`src/rtl/alu_dispatch.sv`:
```
// RV32I execute-stage dispatch: decodes one instruction per cycle into ALU control/operands.
// Define ALU_DISPATCH_SKID_EN for a 2-entry skid with registered in_ready; otherwise a single stage.
module alu_dispatch #(
  parameter int unsigned DATA_WIDTH = 32
) (
  input  logic                  clk,
  input  logic                  rst_n,
  input  logic                  in_valid,
  output logic                  in_ready,
  input  logic [31:0]           in_instr,
  input  logic [DATA_WIDTH-1:0] in_pc,
  input  logic [DATA_WIDTH-1:0] in_rs1_val,
  input  logic [DATA_WIDTH-1:0] in_rs2_val,
  output logic                  out_valid,
  input  logic                  out_ready,
  output logic [3:0]            alu_ctrl,
  output logic [DATA_WIDTH-1:0] alu_in_1,
  output logic [DATA_WIDTH-1:0] alu_in_2,
  input  logic                  b_flag,
  output logic [4:0]            out_rd,
  output logic                  out_we,
  output logic                  out_is_branch,
  output logic [DATA_WIDTH-1:0] out_target,
  output logic                  branch_taken,
  output logic                  out_illegal
);

  localparam logic [6:0] OPC_OP     = 7'b0110011;
  localparam logic [6:0] OPC_OPIMM  = 7'b0010011;
  localparam logic [6:0] OPC_LUI    = 7'b0110111;
  localparam logic [6:0] OPC_AUIPC  = 7'b0010111;
  localparam logic [6:0] OPC_BRANCH = 7'b1100011;

  typedef struct packed {
    logic [3:0]            ctrl;
    logic [DATA_WIDTH-1:0] in1;
    logic [DATA_WIDTH-1:0] in2;
    logic [DATA_WIDTH-1:0] target;
    logic [4:0]            rd;
    logic                  we;
    logic                  is_branch;
    logic                  invert;
    logic                  illegal;
  } entry_t;

  logic [6:0]            opcode;
  logic [6:0]            funct7;
  logic [2:0]            funct3;
  logic [DATA_WIDTH-1:0] imm_i;
  logic [DATA_WIDTH-1:0] imm_u;
  logic [DATA_WIDTH-1:0] imm_b;
  logic [DATA_WIDTH-1:0] shamt;
  logic                  legal;
  entry_t                dec;
  entry_t                main_q;
  logic                  accept;
  logic                  drain;

  assign opcode = in_instr[6:0];
  assign funct3 = in_instr[14:12];
  assign funct7 = in_instr[31:25];
  assign imm_i  = {{(DATA_WIDTH-12){in_instr[31]}}, in_instr[31:20]};
  assign imm_u  = DATA_WIDTH'({in_instr[31:12], 12'b0});
  assign imm_b  = {{(DATA_WIDTH-13){in_instr[31]}}, in_instr[31], in_instr[7],
                   in_instr[30:25], in_instr[11:8], 1'b0};
  assign shamt  = {{(DATA_WIDTH-5){1'b0}}, in_instr[24:20]};

  always_comb begin
    dec   = '0;
    legal = 1'b1;
    case (opcode)
      OPC_OP: begin
        legal = (funct7 == 7'b0000000) ||
                (funct7 == 7'b0100000 && (funct3 == 3'b000 || funct3 == 3'b101));
        dec.ctrl = {in_instr[30], funct3};
        dec.in1  = in_rs1_val;
        dec.in2  = in_rs2_val;
        dec.rd   = in_instr[11:7];
        dec.we   = 1'b1;
      end
      OPC_OPIMM: begin
        dec.ctrl = {1'b0, funct3};
        dec.in1  = in_rs1_val;
        dec.in2  = imm_i;
        dec.rd   = in_instr[11:7];
        dec.we   = 1'b1;
        if (funct3 == 3'b001) begin
          legal   = (funct7 == 7'b0000000);
          dec.in2 = shamt;
        end else if (funct3 == 3'b101) begin
          legal       = (funct7 == 7'b0000000) || (funct7 == 7'b0100000);
          dec.ctrl[3] = in_instr[30];
          dec.in2     = shamt;
        end
      end
      OPC_LUI: begin
        dec.in2 = imm_u;
        dec.rd  = in_instr[11:7];
        dec.we  = 1'b1;
      end
      OPC_AUIPC: begin
        dec.in1 = in_pc;
        dec.in2 = imm_u;
        dec.rd  = in_instr[11:7];
        dec.we  = 1'b1;
      end
      OPC_BRANCH: begin
        dec.in1       = in_rs1_val;
        dec.in2       = in_rs2_val;
        dec.is_branch = 1'b1;
        dec.target    = in_pc + imm_b;
        // Odd funct3 (BNE/BGE/BGEU) is the complement of its even partner's flag
        dec.invert    = funct3[0];
        case (funct3[2:1])
          2'b00:   dec.ctrl = 4'b1000;
          2'b10:   dec.ctrl = 4'b0010;
          2'b11:   dec.ctrl = 4'b0011;
          default: legal = 1'b0;
        endcase
      end
      default: legal = 1'b0;
    endcase
    if (!legal) begin
      dec         = '0;
      dec.illegal = 1'b1;
    end
    if (dec.rd == 5'd0) dec.we = 1'b0;
  end

  assign accept = in_valid && in_ready;
  assign drain  = out_valid && out_ready;

`ifdef ALU_DISPATCH_SKID_EN
  typedef enum logic [1:0] {EMPTY, ONE, TWO} state_t;
  state_t state;
  entry_t skid_q;
  logic   ready_q;

  assign in_ready = ready_q;

  always_ff @(posedge clk) begin
    if (!rst_n) begin
      state   <= EMPTY;
      main_q  <= '0;
      skid_q  <= '0;
      ready_q <= 1'b1;
    end else begin
      case (state)
        EMPTY: begin
          if (accept) begin
            main_q <= dec;
            state  <= ONE;
          end
        end
        ONE: begin
          if (accept && !drain) begin
            skid_q  <= dec;
            state   <= TWO;
            ready_q <= 1'b0;
          end else if (!accept && drain) begin
            state <= EMPTY;
          end else if (accept && drain) begin
            main_q <= dec;
          end
        end
        TWO: begin
          if (drain) begin
            main_q  <= skid_q;
            state   <= ONE;
            ready_q <= 1'b1;
          end
        end
        default: begin
          state   <= EMPTY;
          ready_q <= 1'b1;
        end
      endcase
    end
  end
`else
  typedef enum logic {EMPTY, ONE} state_t;
  state_t state;

  assign in_ready = !out_valid || out_ready;

  always_ff @(posedge clk) begin
    if (!rst_n) begin
      state  <= EMPTY;
      main_q <= '0;
    end else if (accept) begin
      main_q <= dec;
      state  <= ONE;
    end else if (drain) begin
      state <= EMPTY;
    end
  end
`endif

  assign out_valid     = (state != EMPTY);
  assign alu_ctrl      = main_q.ctrl;
  assign alu_in_1      = main_q.in1;
  assign alu_in_2      = main_q.in2;
  assign out_rd        = main_q.rd;
  assign out_we        = main_q.we;
  assign out_is_branch = main_q.is_branch;
  assign out_target    = main_q.target;
  assign out_illegal   = main_q.illegal;
  assign branch_taken  = out_valid && main_q.is_branch && (b_flag ^ main_q.invert);

endmodule

```
`config.mk`:
```
export PLATFORM = sky130hd
export DESIGN_NAME = alu_dispatch
export DESIGN_NICKNAME = d
export VERILOG_FILES = /design/src/rtl/alu_dispatch.sv
export SDC_FILE = /design/constraint.sdc
export NUM_CORES = 1
export LEC_CHECK = 0
export ABC_AREA = 1
export BUFFER_PORTS_ARGS = -buffer_cell sky130_fd_sc_hd__buf_2
export CAP_MARGIN = 5
export CORE_MARGIN = 1
export CORE_UTILIZATION = 52
export CTS_CLUSTER_DIAMETER = 150
export CTS_CLUSTER_SIZE = 12
export DETAILED_ROUTE_END_ITERATION = 6
export GPL_ROUTABILITY_DRIVEN = 0
export GPL_TIMING_DRIVEN = 0
export MAX_ROUTING_LAYER = met4
export PLACE_DENSITY_LB_ADDON = 0.2
export SYNTH_ARGS = -nofsm -noshare
export SYNTH_HDL_FRONTEND = slang
export SYNTH_SLANG_ARGS = --single-unit
```
`constraint.sdc`:
```
create_clock -name clk -period 1.97 [get_ports clk]
set_input_delay 0.197 -clock clk [delete_from_list [all_inputs] [get_ports clk]]
set_output_delay 0.197 -clock clk [all_outputs]
set_load 0.01 [all_outputs]
```
-- Yosys cells after proc, flatten, opt, wreduce, memory -nomap -nowiden
Index checks and enable logic that the tools add are counted.
- output and inout port bits: 111
- logic and storage cells: 61
- register bits after elaboration: 110
- add/subtract/negate cells: 1
- bitwise operators: 1
- equal/unequal tests: 10
- mux-type cells: 19
- reduce and logical (&&, ||, !) cells: 20
- operator list (operator ; number):
    $mux W109 ; 1
    $mux W32 ; 3
    $pmux W32 S3 ; 1
    $pmux W32 S2 ; 1
    $add A32 B32 Y32 ; 1
    $pmux W4 S3 ; 2
    $eq A7 B6 Y1 const B ; 3
    $eq A7 B5 Y1 const B ; 2
    $mux W1 ; 8
    $eq A7 B7 Y1 const B ; 1
    $logic_not A7 Y1 ; 1
    $mux W6 ; 1
    $reduce_or A3 Y1 ; 2
    $logic_and A1 B1 Y1 ; 5
    $logic_not A5 Y1 ; 1
    $eq A2 B2 Y1 const B ; 2
    $logic_or A1 B1 Y1 ; 4
    $pmux W1 S4 ; 1
    $reduce_or A2 Y1 ; 2
    $reduce_or A4 Y1 ; 1
    $eq A3 B1 Y1 const B ; 1
    $eq A3 B3 Y1 const B ; 1
    $logic_not A3 Y1 ; 1
    $logic_not A2 Y1 ; 1
    other kinds (4) ; 4

-- Logic depth before layout (Yosys ltp)
Gate-level depths: netlist of the first run.
- depth after elaboration: 8
- mapped depth: 15
- mapped depth without buffers: 15

-- Least setup slack after synthesis of the first run
Ideal clock, no wire load.
- kind: input-to-reg
- start point: input port in_instr[8]
- end point: register main_q (netlist bit out_target[17])
- path buffers: 0
- stages on the path: 12
- setup slack: 220 ps
- arrival: 1618 ps
- data required time: 1838 ps
- cells stage by stage: ha_1 -> inv_1 -> fa_1 -> inv_1 -> nand3_1 -> nand2_1 -> nand2_1 -> nand2_1 -> a21oi_1 -> or2_2 -> nand3_1 -> a21oi_1
- word-level cells in the longest chain between the ends: 3
- ends and longest elaborated chain (item ; RTL line ; RTL):
    start: declaration ; 10 ; input logic [31:0] in_instr,
    $add A32 B32 Y32 ; 111 ; dec.target = in_pc + imm_b;
    $mux W32 ; 71 ; case (opcode)
    $mux W109 ; 123 ; if (!legal) begin
    end signal: assignment ; 189 ; main_q <= '0;
    end signal: assignment ; 191 ; main_q <= dec;
    end: declaration ; 55 ; entry_t main_q;
Every way passes these cells.
A chain may end at the register's enable or synchronous reset.

-- Final worst setup path of the first run
- start point: register state (netlist: out_valid)
- end point: register main_q (netlist bit alu_in_1[10])
- word-level cells in the longest chain between the ends: 3
- ends and longest elaborated chain (item ; RTL line ; RTL):
    start: declaration ; 182 ; state_t state;
    start signal: assignment ; 188 ; state <= EMPTY;
    start signal: assignment ; 192 ; state <= ONE;
    start signal: assignment ; 194 ; state <= EMPTY;
    $logic_not A1 Y1 ; 184 ; assign in_ready = !out_valid || out_ready;
    $logic_or A1 B1 Y1 ; 184 ;
    $logic_and A1 B1 Y1 ; 130 ; assign accept = in_valid && in_ready;
Every way passes these cells.

==> results_dict.tcl, run 1 <==
set metrics [dict create \
    status "finished, final reports clean" \
    synth_top_area_share_pct 29.0 \
    cts_hold_buf 0 \
    cts-root-buf "clkbuf_16" \
    diodes 0 \
    layout.nets 1562 \
    drt-total-wl_um 24700 \
    drv_cap 0 \
    dieWidth_um 123 \
    io_buffers 243 \
    max_stage_delay_ps 370 \
    finish.instance_area_um2 9340 \
    worstMarginPinSlew_ps 642 \
    tns_ps 0 \
    critPathBufInv 2 \
    cp.required_ps 2210 \
    synth_flop_cell "dfxtp_1" \
    cp-end-kind "flop" \
    cpMaxStageDelayCell "clkinv_1" \
    clkTransAtPathRegs_ps 80 \
    worstPathMaxFanout 10 \
    ys_types 42 \
    die_area_um2 15100 \
    synthArstFlopShare_pct 0 \
    finalCriticalPeriod_ps 1830 \
    drt_iter0_markers 691 \
    clock_latency_ps 360 \
    dp.cells 1567 \
    hp-start "in_pc[0]" \
    synth-edff-count 0 \
    netlist_area_um2 7600 \
    htree_levels 3 \
    intPower_mw 3.47 \
    post_cts_buffers 0 \
    start_util_pct 54.1 \
    core_area_um2 14000 \
    ys_top_cells_by_area "dfxtp_1 (29%), nand2_1 (17%), buf_4 (10%), a21oi_1 (9.4%), nand3_1 (6.3%)" \
    power.density_nw_per_um2 541 \
    whs_ps 108 \
    grt_pass1_wl_um 37200 \
    ctsResizeCount 0 \
    post_drt_wl_per_cell_um 15.6 \
    r2r_start "out_valid" \
    syn_to_final_growth_pct 22.9 \
    cts_tree "built" \
    viasPerCell 5.36 \
    io_pins 244 \
    finalSetupViolCount 0 \
    max_freq_mhz 546 \
    clockBufferDepth 2 \
    hold_end "out_target[0]" \
    leakagePower_nw 4.78 \
    finalCritPeriodShare_pct 93.0 \
    path_class "flop to flop" \
    rsz0062_at_grt "true" \
    dr.pass1.iters 5 \
    grt_overflow 0 \
    cpMostUsedCell "nand2_1" \
    num_vias 8481 \
    yosysWarnings 0 \
    place_ws_ps -268 \
    drcViolationCount 0 \
    reg2reg_depth 6 \
    power_mw 5.05 \
    synth_cells 1144 \
    fp-row-count 43 \
    fin_skew_ps 7.92 \
    drive_gt1_share_pct 29.2 \
    switching_share_pct 31.2 \
    syn-mean-instance-area_um2 6.64 \
    post-route-util_pct 66.5 \
    hold_path_depth 3 \
    cp_cell_sequence "nand2_1 -> nand2_1 -> clkinv_1 -> clkbuf_1 -> nand3_1 -> a21oi_1" \
    p_sw_mw 1.58 \
    arrival_ps 2070 \
    antenna_found_initial 0 \
    pwr-share-seq_pct 44.3 \
    cts_buffers 9 \
    detail-route-antenna-nets 0 \
    hp-class "primary input to flop" \
    crit_path_start_kind "flop" \
    setup_ws_ps 137 \
    ys_seq_area_share_pct 29.0 \
    clkPwrFrac_pct 35.4 \
    placed_area_um2 9040 \
    r2r-end "alu_in_1[10]" \
    slew_violations 0 \
    grt.total_usage_pct 33.2 \
    clock_sinks 110 \
    final_common_cell "nand2_1" \
    post-synth-top-area-cell "dfxtp_1" \
    r2r_slack_ps 140 \
    crit_family "buffers and inverters" \
    hold_viol_final 0 \
    fp.dieH_um 123 \
    yosys_register_bits 110 \
    synth_nets 1308 \
    relSlewSlack_pct 57.2 \
    dp_hpwl_um 19700 \
    layout_common_cells "nand2_1 (349), buf_2 (260), a21oi_1 (143)" \
    ir_worst_vdd_uv 543 \
    grt_max_degree 24 \
    instances_no_fill 1583 \
    combPwrFrac_pct 20.4 \
    first_global_vias 7650 \
]
==> synth_stat cells, types with 11 or more instances <==
| library cell | n |
|---|---|
| nand2_1 | 350 |
| a21oi_1 | 143 |
| dfxtp_1 | 110 |
| buf_4 | 106 |
| nand3_1 | 95 |
| inv_1 | 77 |
| nor2_1 | 48 |
| a22o_1 | 42 |
| ha_1 | 30 |
| clkbuf_1 | 26 |
| o21ai_0 | 26 |
| buf_2 | 18 |
| xor2_1 | 11 |
==> state kept, by name, indices dropped and copies added (netlist names) <==
| signal | flops |
|---|---|
| alu_ctrl | 4 |
| alu_in_1 | 32 |
| alu_in_2 | 32 |
| main_q | 1 |
| out_illegal | 1 |
| out_is_branch | 1 |
| out_rd | 5 |
| out_target | 32 |
| out_valid | 1 |
| out_we | 1 |
==> power groups by stage <==
stage                     registers [mW]  clock network, mW  logic [mW]
after floorplan                     2.29                  0       0.612
after global placement              2.29                  0       0.988
after detailed placement            2.29                  0       0.996
after CTS                           2.24               1.80        1.00
after global routing                2.24               1.88        1.13
final                               2.24               1.79        1.03
==> worst register-to-register path, cell delays in order (launching register included) <==
cell and delay [ps]:
dfxtp_1 350, nand2_1 100, nand2_1 230, clkinv_1 370, clkbuf_1 340, nand3_1 240
a21oi_1 80
==> how the worst max path moves through the flow <==
stage / startpoint / endpoint / slack [ps] / depth (start not counted)
6_report: out_valid / alu_in_1[10] / 140 / 6
5_1_grt: out_valid / alu_in_2[2] / -10 / 8
4_1_cts: in_instr[31] / out_target[15] / 100 / 9
3_5_place_dp: in_instr[31] / out_target[15] / -270 / 9
3_3_place_gp: in_instr[31] / out_target[15] / -260 / 9
2_1_floorplan: in_instr[8] / out_target[17] / 220 / 12
==> cell type report <==
| cell class | count | area, um^2 |
|---|---|---|
| plain buffers | 154 | 1030 |
| clock buffers | 10 | 229 |
| clock inverters | 6 | 53.8 |
| fillers | 1363 | 4710 |
| inverters | 84 | 320 |
| multi-input cells | 796 | 4060 |
| flip-flops and latches | 110 | 2200 |
| well taps | 180 | 225 |
| repair buffers | 243 | 1220 |
==> kinds of logic after synthesis <==
| kind of cell | after synthesis | share of synthesized area (%) |
|---|---|---|
| and+or+nand+nor | 528 | 29.3 |
| buffers and inverters | 238 | 17.8 |
| AOI/OAI and AO/OA | 225 | 17.4 |
| DFF | 110 | 29.0 |
| adders and majority gates | 31 | 5.20 |
| xor gates and xnor gates | 12 | 1.38 |
==> per-layer routing <==
metal	wire length, um	vias up	track usage [%]
li1	-	4176	-
met2	11700	408	54.8
met1	10000	3813	39.1
met3	1960	84	6.04
met4	1020	0	15.2
met5	0	-	-
No activity file was read; power rests on OpenSTA's default activity.
==> inputs of run 2 (changes only) <==
- CTS_BUF_LIST: default -> sky130_fd_sc_hd__clkbuf_16
==> results_dict.tcl, run 2 (synthesis gave the netlist of run 1 again) <==
set metrics [dict create \
    nFillCells 1363 \
    grt_max_degree 24 \
    core_area_um2 14000 \
    clockBufferDepth 2 \
    cts_buffers 9 \
    grt.total_usage_pct 33.2 \
    dieWidth_um 123 \
    status "finished, final reports clean" \
    first_global_vias 7650 \
    cp-end-kind "flop" \
    post_cts_buffers 0 \
    multi_input_area_um2 4060 \
    slew_violations 0 \
    path_class "flop to flop" \
    dr.pass1.iters 6 \
    ff_latch_area_um2 2200 \
    power.density_nw_per_um2 540 \
    ir_worst_vdd_uv 543 \
    cp.required_ps 2210 \
    syn_to_final_growth_pct 22.9 \
    htree_levels 3 \
    cts-root-buf "clkbuf_16" \
    rsz0062_at_grt "true" \
    drt_iter0_markers 685 \
    fin_skew_ps 7.93 \
    ctsResizeCount 0 \
    io_pins 244 \
    drive_gt1_share_pct 29.2 \
    arrival_ps 2070 \
    clkTransAtPathRegs_ps 80 \
    drv_cap 0 \
    cts_hold_buf 0 \
    finalCritPeriodShare_pct 93.1 \
    detail-route-antenna-nets 0 \
    clock_sinks 110 \
    io_buffers 243 \
    hold_viol_final 0 \
    layout_common_cells "nand2_1 (349), buf_2 (260), a21oi_1 (143)" \
    die_area_um2 15100 \
    antenna_found_initial 0 \
    viasPerCell 5.36 \
    dp.cells 1567 \
    fp.dieH_um 123 \
    drt-total-wl_um 24700 \
    post_drt_wl_per_cell_um 15.6 \
    finalSetupViolCount 0 \
    hp-class "primary input to flop" \
    clock_latency_ps 360 \
    num_vias 8488 \
    crit_path_start_kind "flop" \
    fp-row-count 43 \
    grt_overflow 0 \
    drcViolationCount 0 \
    instances_no_fill 1583 \
    finish.instance_area_um2 9340 \
    worstMarginPinSlew_ps 641 \
    worstPathMaxFanout 10 \
    placed_area_um2 9040 \
    finalCriticalPeriod_ps 1830 \
    relSlewSlack_pct 57.3 \
    max_freq_mhz 545 \
    dp_hpwl_um 19700 \
    power_mw 5.05 \
    post-route-util_pct 66.5 \
    diodes 0 \
    layout.nets 1562 \
    cts_tree "built" \
    final_common_cell "nand2_1" \
    grt_pass1_wl_um 37200 \
    leakagePower_nw 4.78 \
    start_util_pct 54.1 \
]
==> run 2: area by class of cell <==
type	count	area share, %
multi-input combinational	796	43.5
sequential	110	23.6
timing repair buffer	243	13.1
buffer	154	11.0
inverter	84	3.43
clock buffer	9	2.41
tap	180	2.41
clock inverter	7	0.616
==> run 2: critical path: stages (launching register included) <==
cell	delay [ps]
dfxtp_1	350
nand2_1	100
nand2_1	230
clkinv_1	370
clkbuf_1	340
nand3_1	230
a21oi_1	80
==> run 2: per-stage QoR <==
step / TNS, ps / setup slack (ps) / hold slack, ps
detailed placement: -3030 / -268 / 455
finish: 0 / 137 / 108
global placement: -2480 / -264 / 453
global route: -26.2 / -13.7 / 123
floorplan: 0 / 220 / 335
CTS: 0 / 101 / 101
==> run 2: routing by layer <==
layer | vias to the layer above | wire length, um | GRT usage [%]
met1 | 3819 | 9980 | 39.1
met2 | 409 | 11700 | 54.8
met4 | 0 | 1000 | 15.2
met3 | 83 | 1990 | 6.04
met5 | - | 0 | -
li1 | 4177 | - | -
==> run 2: where the power goes <==
| part | leakage (nW) | total (mW) | switching [mW] | internal (mW) |
|---|---|---|---|---|
| clock | 0.145 | 1.78 | 0.901 | 0.879 |
| combinational | 3.75 | 1.03 | 0.670 | 0.358 |
| sequential | 0.887 | 2.24 | 0.00626 | 2.23 |
==> run 2: path summary, 6_finish.rpt <==
path / from / endpoint / slack, ps / cells past startpoint
worst max-delay path: out_valid / alu_in_1[10] / 140 / 6
worst min-delay path: in_pc[0] / out_target[0] / 110 / 3
worst max register to register: out_valid / alu_in_1[10] / 140 / 6
worst min register to register: out_target[20] / out_target[20] / 470 / 2
